--- config.mk ---
export PLATFORM = sky130hd
export DESIGN_NAME = dense_mac_seq_flat
export DESIGN_NICKNAME = d
export VERILOG_FILES = /design/src/rtl/dense_mac_seq_if.sv /design/src/rtl/dense_mac_seq.sv /design/src/flat_wrapper.sv
export SDC_FILE = /design/constraint.sdc
export NUM_CORES = 2
export LEC_CHECK = 0
export ABC_CLOCK_PERIOD_IN_PS = 16300
export CORE_ASPECT_RATIO = 0.9
export CORE_MARGIN = 5
export CORE_UTILIZATION = 55
export CTS_BUF_LIST = sky130_fd_sc_hd__clkbuf_8
export DETAILED_ROUTE_END_ITERATION = 10
export DONT_BUFFER_PORTS = 1
export PLACE_DENSITY = 0.7
export SLEW_MARGIN = 20
export SYNTH_ARGS = -nofsm -noshare
export SYNTH_HDL_FRONTEND = slang
export SYNTH_SLANG_ARGS = --single-unit
--- constraint.sdc ---
create_clock -name clk -period 16.3 [get_ports clk]
set_input_delay 3.26 -clock clk [delete_from_list [all_inputs] [get_ports clk]]
set_output_delay 3.26 -clock clk [all_outputs]
set_load 0.01 [all_outputs]
--- src/rtl/dense_mac_seq_if.sv ---
`default_nettype none
// ============================================================================
// Module   : dense_mac_seq_if
// Purpose  : Handshake and operand/result bundle for the dense_mac_seq engine.
// Signals  : start, act_relu, x, w, b (requester -> engine)
//            busy, done, ovf, y        (engine -> requester)
// Modports : master = requester side, slave = engine side
// Revision : 1.0 - initial release
// ============================================================================
interface dense_mac_seq_if #(
  parameter int BITSIZE = 20,
  parameter int N_IN    = 6,
  parameter int N_OUT   = 2
);
  logic                          start;
  logic                          act_relu;
  logic [BITSIZE*N_IN-1:0]       x;
  logic [BITSIZE*N_IN*N_OUT-1:0] w;
  logic [BITSIZE*N_OUT-1:0]      b;
  logic                          busy;
  logic                          done;
  logic                          ovf;
  logic [BITSIZE*N_OUT-1:0]      y;

  modport master (
    output start, act_relu, x, w, b,
    input  busy, done, ovf, y
  );

  modport slave (
    input  start, act_relu, x, w, b,
    output busy, done, ovf, y
  );
endinterface
`default_nettype wire

--- src/rtl/dense_mac_seq.sv ---
`default_nettype none
// ============================================================================
// Module   : dense_mac_seq
// Purpose  : Sequential dense layer, y[k] = act(b[k] + sum_i x[i]*w[k][i]),
//            one saturating fixed-point MAC per clock, shared multiplier.
// Ports    : clk   - clock, rising edge
//            reset - synchronous, active-low
//            bus   - dense_mac_seq_if.slave (start/act_relu/x/w/b in,
//                    busy/done/ovf/y out); interface widths must match the
//                    BITSIZE/N_IN/N_OUT parameters of this module.
// Revision : 1.0 - initial release
// ============================================================================
module dense_mac_seq #(
  parameter int BITSIZE = 20,
  parameter int FRAC    = 10,
  parameter int N_IN    = 6,
  parameter int N_OUT   = 2
) (
  input  wire logic       clk,
  input  wire logic       reset,
  dense_mac_seq_if.slave  bus
);

  localparam int c_IW = (N_IN  > 1) ? $clog2(N_IN)  : 1;
  localparam int c_KW = (N_OUT > 1) ? $clog2(N_OUT) : 1;

  localparam logic [0:0] c_S_IDLE = 1'b0;
  localparam logic [0:0] c_S_MAC  = 1'b1;

  localparam logic [c_IW-1:0] c_I_LAST = c_IW'(N_IN - 1);
  localparam logic [c_KW-1:0] c_K_LAST = c_KW'(N_OUT - 1);

  localparam logic [BITSIZE-1:0] c_MAX = {1'b0, {(BITSIZE-1){1'b1}}};
  localparam logic [BITSIZE-1:0] c_MIN = {1'b1, {(BITSIZE-1){1'b0}}};

  // --------------------------------------------------------------------------
  // State and datapath registers
  // --------------------------------------------------------------------------
  logic [0:0]                    r_state;
  logic [0:0]                    w_state_nxt;
  logic [c_IW-1:0]               r_i;
  logic [c_KW-1:0]               r_k;
  logic [BITSIZE-1:0]            r_acc;
  logic                          r_busy;
  logic                          r_done;
  logic                          r_ovf;
  logic [BITSIZE-1:0]            r_y [N_OUT];

  // Operands captured on start so the requester may change inputs mid-run.
  logic [BITSIZE*N_IN-1:0]       r_x;
  logic [BITSIZE*N_IN*N_OUT-1:0] r_w;
  logic [BITSIZE*N_OUT-1:0]      r_b;
  logic                          r_relu;

  // --------------------------------------------------------------------------
  // Unpack captured operands into indexable arrays
  // --------------------------------------------------------------------------
  logic [BITSIZE-1:0] w_xa [N_IN];
  logic [BITSIZE-1:0] w_wa [N_OUT][N_IN];
  logic [BITSIZE-1:0] w_ba [N_OUT];

  generate
    for (genvar gi = 0; gi < N_IN; gi++) begin : g_x
      assign w_xa[gi] = r_x[gi*BITSIZE +: BITSIZE];
    end
    for (genvar gk = 0; gk < N_OUT; gk++) begin : g_kb
      assign w_ba[gk] = r_b[gk*BITSIZE +: BITSIZE];
      assign bus.y[gk*BITSIZE +: BITSIZE] = r_y[gk];
      for (genvar gj = 0; gj < N_IN; gj++) begin : g_w
        assign w_wa[gk][gj] = r_w[(gk*N_IN+gj)*BITSIZE +: BITSIZE];
      end
    end
  endgenerate

  // --------------------------------------------------------------------------
  // Saturating MAC datapath
  // --------------------------------------------------------------------------
  logic [BITSIZE-1:0]   w_xi;
  logic [BITSIZE-1:0]   w_wi;
  logic [2*BITSIZE-1:0] w_xe;
  logic [2*BITSIZE-1:0] w_we;
  logic [2*BITSIZE-1:0] w_prod;
  logic [2*BITSIZE-1:0] w_shift;
  logic                 w_p_ovf;
  logic [BITSIZE-1:0]   w_p;
  logic [BITSIZE:0]     w_sum;
  logic                 w_s_ovf;
  logic [BITSIZE-1:0]   w_s;
  logic [BITSIZE-1:0]   w_y_val;
  logic [c_KW-1:0]      w_k_nxt;

  assign w_xi    = w_xa[r_i];
  assign w_wi    = w_wa[r_k][r_i];
  assign w_xe    = {{BITSIZE{w_xi[BITSIZE-1]}}, w_xi};
  assign w_we    = {{BITSIZE{w_wi[BITSIZE-1]}}, w_wi};
  assign w_prod  = w_xe * w_we;
  // Arithmetic shift floors toward minus infinity.
  assign w_shift = $unsigned($signed(w_prod) >>> FRAC);

  // Shifted product fits only if its top BITSIZE+1 bits are a pure sign run.
  assign w_p_ovf = (w_shift[2*BITSIZE-1:BITSIZE-1] != {(BITSIZE+1){w_shift[2*BITSIZE-1]}});
  assign w_p     = w_p_ovf ? (w_shift[2*BITSIZE-1] ? c_MIN : c_MAX)
                           : w_shift[BITSIZE-1:0];

  assign w_sum   = {w_p[BITSIZE-1], w_p} + {r_acc[BITSIZE-1], r_acc};
  assign w_s_ovf = w_sum[BITSIZE] ^ w_sum[BITSIZE-1];
  assign w_s     = w_s_ovf ? (w_sum[BITSIZE] ? c_MIN : c_MAX)
                           : w_sum[BITSIZE-1:0];

  assign w_y_val = (r_relu && w_s[BITSIZE-1]) ? '0 : w_s;
  assign w_k_nxt = r_k + 1'b1;

  // --------------------------------------------------------------------------
  // FSM: state register
  // --------------------------------------------------------------------------
  always_ff @(posedge clk) begin
    if (!reset) begin
      r_state <= c_S_IDLE;
    end else begin
      r_state <= w_state_nxt;
    end
  end

  // --------------------------------------------------------------------------
  // FSM: control decode (outputs of the controller)
  // --------------------------------------------------------------------------
  logic w_accept;
  logic w_mac;
  logic w_i_last;
  logic w_k_last;
  logic w_neuron_end;
  logic w_run_end;

  always_comb begin
    w_accept     = 1'b0;
    w_mac        = 1'b0;
    w_i_last     = (r_i == c_I_LAST);
    w_k_last     = (r_k == c_K_LAST);
    w_neuron_end = 1'b0;
    w_run_end    = 1'b0;
    case (r_state)
      c_S_IDLE: w_accept = bus.start;
      c_S_MAC: begin
        w_mac        = 1'b1;
        w_neuron_end = w_i_last;
        w_run_end    = w_i_last && w_k_last;
      end
      default: ;
    endcase
  end

  // --------------------------------------------------------------------------
  // FSM: next-state logic
  // --------------------------------------------------------------------------
  always_comb begin
    w_state_nxt = r_state;
    case (r_state)
      c_S_IDLE: if (bus.start) w_state_nxt = c_S_MAC;
      c_S_MAC:  if (w_run_end) w_state_nxt = c_S_IDLE;
      default:  w_state_nxt = c_S_IDLE;
    endcase
  end

  // --------------------------------------------------------------------------
  // Datapath / status registers
  // --------------------------------------------------------------------------
  always_ff @(posedge clk) begin
    if (!reset) begin
      r_i    <= '0;
      r_k    <= '0;
      r_acc  <= '0;
      r_busy <= 1'b0;
      r_done <= 1'b0;
      r_ovf  <= 1'b0;
      for (int k = 0; k < N_OUT; k++) r_y[k] <= '0;
    end else begin
      r_done <= 1'b0;
      if (w_accept) begin
        r_acc  <= bus.b[BITSIZE-1:0];
        r_i    <= '0;
        r_k    <= '0;
        r_ovf  <= 1'b0;
        r_busy <= 1'b1;
      end else if (w_mac) begin
        r_ovf <= r_ovf | w_p_ovf | w_s_ovf;
        if (!w_neuron_end) begin
          r_acc <= w_s;
          r_i   <= r_i + 1'b1;
        end else begin
          r_y[r_k] <= w_y_val;
          if (!w_run_end) begin
            r_k   <= w_k_nxt;
            r_i   <= '0;
            r_acc <= w_ba[w_k_nxt];
          end else begin
            r_done <= 1'b1;
            r_busy <= 1'b0;
          end
        end
      end
    end
  end

  // Operand capture needs no reset: it is always reloaded before use.
  always_ff @(posedge clk) begin
    if (w_accept) begin
      r_x    <= bus.x;
      r_w    <= bus.w;
      r_b    <= bus.b;
      r_relu <= bus.act_relu;
    end
  end

  assign bus.busy = r_busy;
  assign bus.done = r_done;
  assign bus.ovf  = r_ovf;

endmodule
`default_nettype wire

--- src/flat_wrapper.sv ---
// flat-port wrapper written by rule: the top's interface ports become plain ports
module dense_mac_seq_flat 
#(
  parameter int BITSIZE = 20,
  parameter int FRAC    = 10,
  parameter int N_IN    = 6,
  parameter int N_OUT   = 2
)
  (clk, reset, bus_start, bus_act_relu, bus_x, bus_w, bus_b, bus_busy, bus_done, bus_ovf, bus_y);
  dense_mac_seq_if #(.BITSIZE(BITSIZE), .N_IN(N_IN), .N_OUT(N_OUT)) bus_i ();
  input  wire logic clk;
  input  wire logic reset;
  input wire logic [$bits(bus_i.start)-1:0] bus_start;
  input wire logic [$bits(bus_i.act_relu)-1:0] bus_act_relu;
  input wire logic [$bits(bus_i.x)-1:0] bus_x;
  input wire logic [$bits(bus_i.w)-1:0] bus_w;
  input wire logic [$bits(bus_i.b)-1:0] bus_b;
  output wire logic [$bits(bus_i.busy)-1:0] bus_busy;
  output wire logic [$bits(bus_i.done)-1:0] bus_done;
  output wire logic [$bits(bus_i.ovf)-1:0] bus_ovf;
  output wire logic [$bits(bus_i.y)-1:0] bus_y;
  assign bus_i.start = bus_start;
  assign bus_i.act_relu = bus_act_relu;
  assign bus_i.x = bus_x;
  assign bus_i.w = bus_w;
  assign bus_i.b = bus_b;
  assign bus_busy = bus_i.busy;
  assign bus_done = bus_i.done;
  assign bus_ovf = bus_i.ovf;
  assign bus_y = bus_i.y;
  dense_mac_seq #(.BITSIZE(BITSIZE), .FRAC(FRAC), .N_IN(N_IN), .N_OUT(N_OUT)) u_core (.clk(clk), .reset(reset), .bus(bus_i));
endmodule
==> summary.txt <==
Yosys
  – Synth top area cells: sky130_fd_sc_hd__edfxtp_1 (38%), sky130_fd_sc_hd__fa_1 (25%), sky130_fd_sc_hd__inv_1 (5.2%), sky130_fd_sc_hd__mux4_2 (4.9%), sky130_fd_sc_hd__ha_1 (4.7%)
  – Compound-Gate Fraction of Synth Area: 6.734%
  – Combinational family with the most area after synthesis: adder cells
  – Post-synthesis adder-cell area fraction: 29.79%
  – Synth Area in XOR/XNOR: under 10%
  – Most common cell in the netlist: sky130_fd_sc_hd__inv_1
  – Number of synthesized register bits: 450
  – Syn. warnings: 0
  – Proportion of synthesized area in mux cells: under 10%
  – Top_reg_cell synth: sky130_fd_sc_hd__edfxtp_1
  – Average cell area after synthesis: 11.69 sq um
  – Most area-hungry cell type in the Yosys netlist: sky130_fd_sc_hd__edfxtp_1
  – Fraction of synthesized cell area taken by the top area cell type: 37.70%
  – Most numerous cell types in the synthesized netlist: sky130_fd_sc_hd__inv_1 (470), sky130_fd_sc_hd__edfxtp_1 (422), sky130_fd_sc_hd__fa_1 (420), sky130_fd_sc_hd__nor2_1 (330), sky130_fd_sc_hd__nand2_1 (237)
  – Share of async-settable or async-resettable flops after synthesis: 0%
  – Cell count after synthesis: 2876
  – Post-Synthesis Net Count: 3826
  – Mapped cell area: 33610 sq um
  – Basic-gate share of the synthesized area counting and, or, nand and nor cells: under 10%
  – Count of different cell masters after synthesis: 72
  – Portion of the post-synthesis area used by sequential elements: 39.37%
  – Number of synthesized flops with an enable pin: around 420

Die
  – Initial core utilization: a little under three fifths
  – Die Span X: ~270 microns
  – Core ar.: 60900 sq um
  – Y dimension of the die: 244.5 microns
  – Number of rows created at floorplan: between 80 and 90
  – Die Footprint: 66160 sq um
  – Count of pins on the block boundary: about 450

Worst setup path
  – Kind of cell adding the most delay to the critical path: adder cells
  – Count of buffering cells on the critical path with inverters included: 4
  – Highest-delay cell along the critical path: sky130_fd_sc_hd__o22ai_1
  – Kind of capture point of the worst setup path: register
  – FF-to-FF Start: u_core.r_k
  – Biggest cell delay along the critical path: 0.89 ns
  – Worst EP arrival: 14.69 ns
  – Setup Crit Path Kind: register to register
  – FF-to-FF setup slack: 1.99 ns
  – Launch point of the critical path: u_core.r_k
  – Crit-path max FO: 43
  – Data required time at the worst endpoint: 16.68 ns
  – Most used cell, CP: sky130_fd_sc_hd__fa_1
  – Crit path launch type: register

Clocking
  – Total setup buffers inserted after CTS: 0
  – Buffer cell driving the clock tree root: sky130_fd_sc_hd__clkbuf_8
  – Number of buffers inserted during clock tree synthesis: between 70 and 80
  – Count of clock tree sinks: 450
  – Clock tree from TritonCTS: done
  – Clock input transition at the sequential cells of the worst setup and hold paths: 0.06 ns
  – Hold buffer count at CTS: 0
  – Count of H-tree levels built during CTS: 3
  – Maximum root-to-sink buffer count: 3
  – Post-cts resize count: 0
  – Clock Latency Late Sink: 0.68 ns

GRT
  – Number of global-route vias before repair: 23500
  – Pin count of the biggest net entering global routing: 184
  – Wire length of the first global-routing pass: 139.8 mm
  – Number of antenna violations at the first check in global routing: 21
  – Global-route congestion overflow total: 0
  – GRT Resource Usage Total: 27.49%

Timing
  – Final worst clock skew: 0.06406 ns
  – Final-report setup violation count: 0
  – Transition time at the pin with the least slew margin: 1.100 ns
  – Count of pins over their slew limit: 0
  – Post-route clock period utilization: 87.80%
  – Sum of negative setup slack: 0 ns
  – RSZ-0062 raised after global routing: no
  – Max frequency: 0.06988 GHz
  – Post-layout min period: 14.31 ns
  – Hold violation count in the final report: 0
  – Min Hold Slack: 0.5129 ns
  – Max_slew headroom: 26.65%

Routing
  – Total Routed Length: roughly 91 mm
  – Per-cell routed wire length: between 20 and 25 microns
  – Via total after detailed routing: 21990
  – Detailed router's first-iteration violation count: 1811
  – Router iterations before antenna repair: 6
  – Count of nets left with antenna violations after detail routing: 0
  – Routed via count divided by cell count: 5.918
  – Final routed DRC violation total: 0

Layout
  – Fill cell count: 4956
  – Area growth from synthesis to layout: 6.741%
  – Share of cells above drive strength 1: 8.508%
  – Number of standard cells in the final layout excluding fillers: about 3700
  – Net count reported at finish: 3813

Placement
  – Estimated wirelength of the detail-placed design: 72.51 mm
  – Placed cell count: 3582
  – Final estimated routing congestion in global placement: around 0.95
  – Buffers added on ports: 0

Job
  – Total of max-cap violations: 0

Min path
  – Hold path start: u_core.r_acc[6]
  – Path class of the lowest-slack min-delay path: register to register

Outcome
  – Result of the run: complete, no violations
metrics by stage:
| stage | util, % | area, sq um | setup WS, ns |
|---|---|---|---|
| floorplan | - | 33610 | 1.199 |
| global placement | 56.65 | 34500 | 2.405 |
| detailed placement | 56.65 | 34500 | 1.986 |
| CTS | 58.87 | 35850 | 1.956 |
| global route | 58.91 | 35880 | 1.097 |
| finish | 58.91 | 35880 | 1.989 |
per-layer routing:
metal,vias up,track usage [%],share of wire [%]
met4,22,9.279,3.6
met5,-,0,0.17
met2,1145,45.81,49
met1,11060,35.23,39
li1,9560,-,-
met3,201,7.613,8.9
registers in the layout, indices dropped and copies added (netlist names), 3 cells and up:
signal        flops
u_core.r_w      240
u_core.r_x      120
u_core.r_y       40
u_core.r_b       21
u_core.r_acc     20
u_core.r_i        3
placed cells by master, fill, tap and decap left out, types with 6 or more instances in the layout:
master and n:
sky130_fd_sc_hd__inv_1 492, sky130_fd_sc_hd__edfxtp_1 422, sky130_fd_sc_hd__fa_1 420, sky130_fd_sc_hd__nor2_1 330
sky130_fd_sc_hd__nand2_1 237, sky130_fd_sc_hd__ha_1 126, sky130_fd_sc_hd__a21oi_1 119, sky130_fd_sc_hd__mux4_2 73
sky130_fd_sc_hd__clkbuf_8 72, sky130_fd_sc_hd__o21ai_0 61, sky130_fd_sc_hd__buf_4 47, sky130_fd_sc_hd__a21o_1 41
sky130_fd_sc_hd__mux2i_1 37, sky130_fd_sc_hd__xnor2_1 35, sky130_fd_sc_hd__nand2b_1 30, sky130_fd_sc_hd__nand3_1 28
sky130_fd_sc_hd__dfxtp_1 25, sky130_fd_sc_hd__a31oi_1 23, sky130_fd_sc_hd__nor3_1 20, sky130_fd_sc_hd__xor2_1 20
sky130_fd_sc_hd__nand4_1 19, sky130_fd_sc_hd__and2_1 17, sky130_fd_sc_hd__a211oi_1 13, sky130_fd_sc_hd__or3_1 13
sky130_fd_sc_hd__and3_1 12, sky130_fd_sc_hd__o21a_1 11, sky130_fd_sc_hd__clkinv_1 10, sky130_fd_sc_hd__nor2b_1 9
sky130_fd_sc_hd__clkinv_2 9, sky130_fd_sc_hd__diode_2 8, sky130_fd_sc_hd__o21bai_1 7, sky130_fd_sc_hd__or2_2 7
sky130_fd_sc_hd__o22ai_1 6, sky130_fd_sc_hd__o21ai_1 6, sky130_fd_sc_hd__o2111ai_1 6, sky130_fd_sc_hd__o22a_1 6
sky130_fd_sc_hd__a311o_1 6
path summary, 6_finish.rpt:
kind,cells past startpoint,to
min reg2reg,2,u_core.r_acc[6]
max,38,u_core.r_y[1][18]
min,2,u_core.r_acc[6]
max reg2reg,38,u_core.r_y[1][18]
area by class of cell:
class                      count  area [sq um]  share of cell area [%]
multi-input combinational   1819         18100                   50.45
clock buffer                  72         991.0                   2.762
inverter                     472          1779                   4.959
timing repair buffer          49         392.9                   1.095
tap                          792         991.0                   2.762
clock inverter                53         361.6                   1.008
antenna                        8         20.02                 0.05580
sequential                   450         13240                   36.91
tightest hold or removal path, stage by stage (launching register included):
cell                      delay (ns)
sky130_fd_sc_hd__dfxtp_1        0.32
sky130_fd_sc_hd__nand3_1        0.07
sky130_fd_sc_hd__a31oi_1        0.07
kinds of logic after synthesis:
family                     after synthesis
AOI/OAI and AO/OA                      356
muxes                                  117
buffers and inverters                  607
DFF                                    450
adders and majority gates              549
xor gates and xnor gates                55
and+or+nand+nor                        742
Power is not shown: default switching activity piles up to over one toggle a cycle in this logic, so the estimate is an artifact.
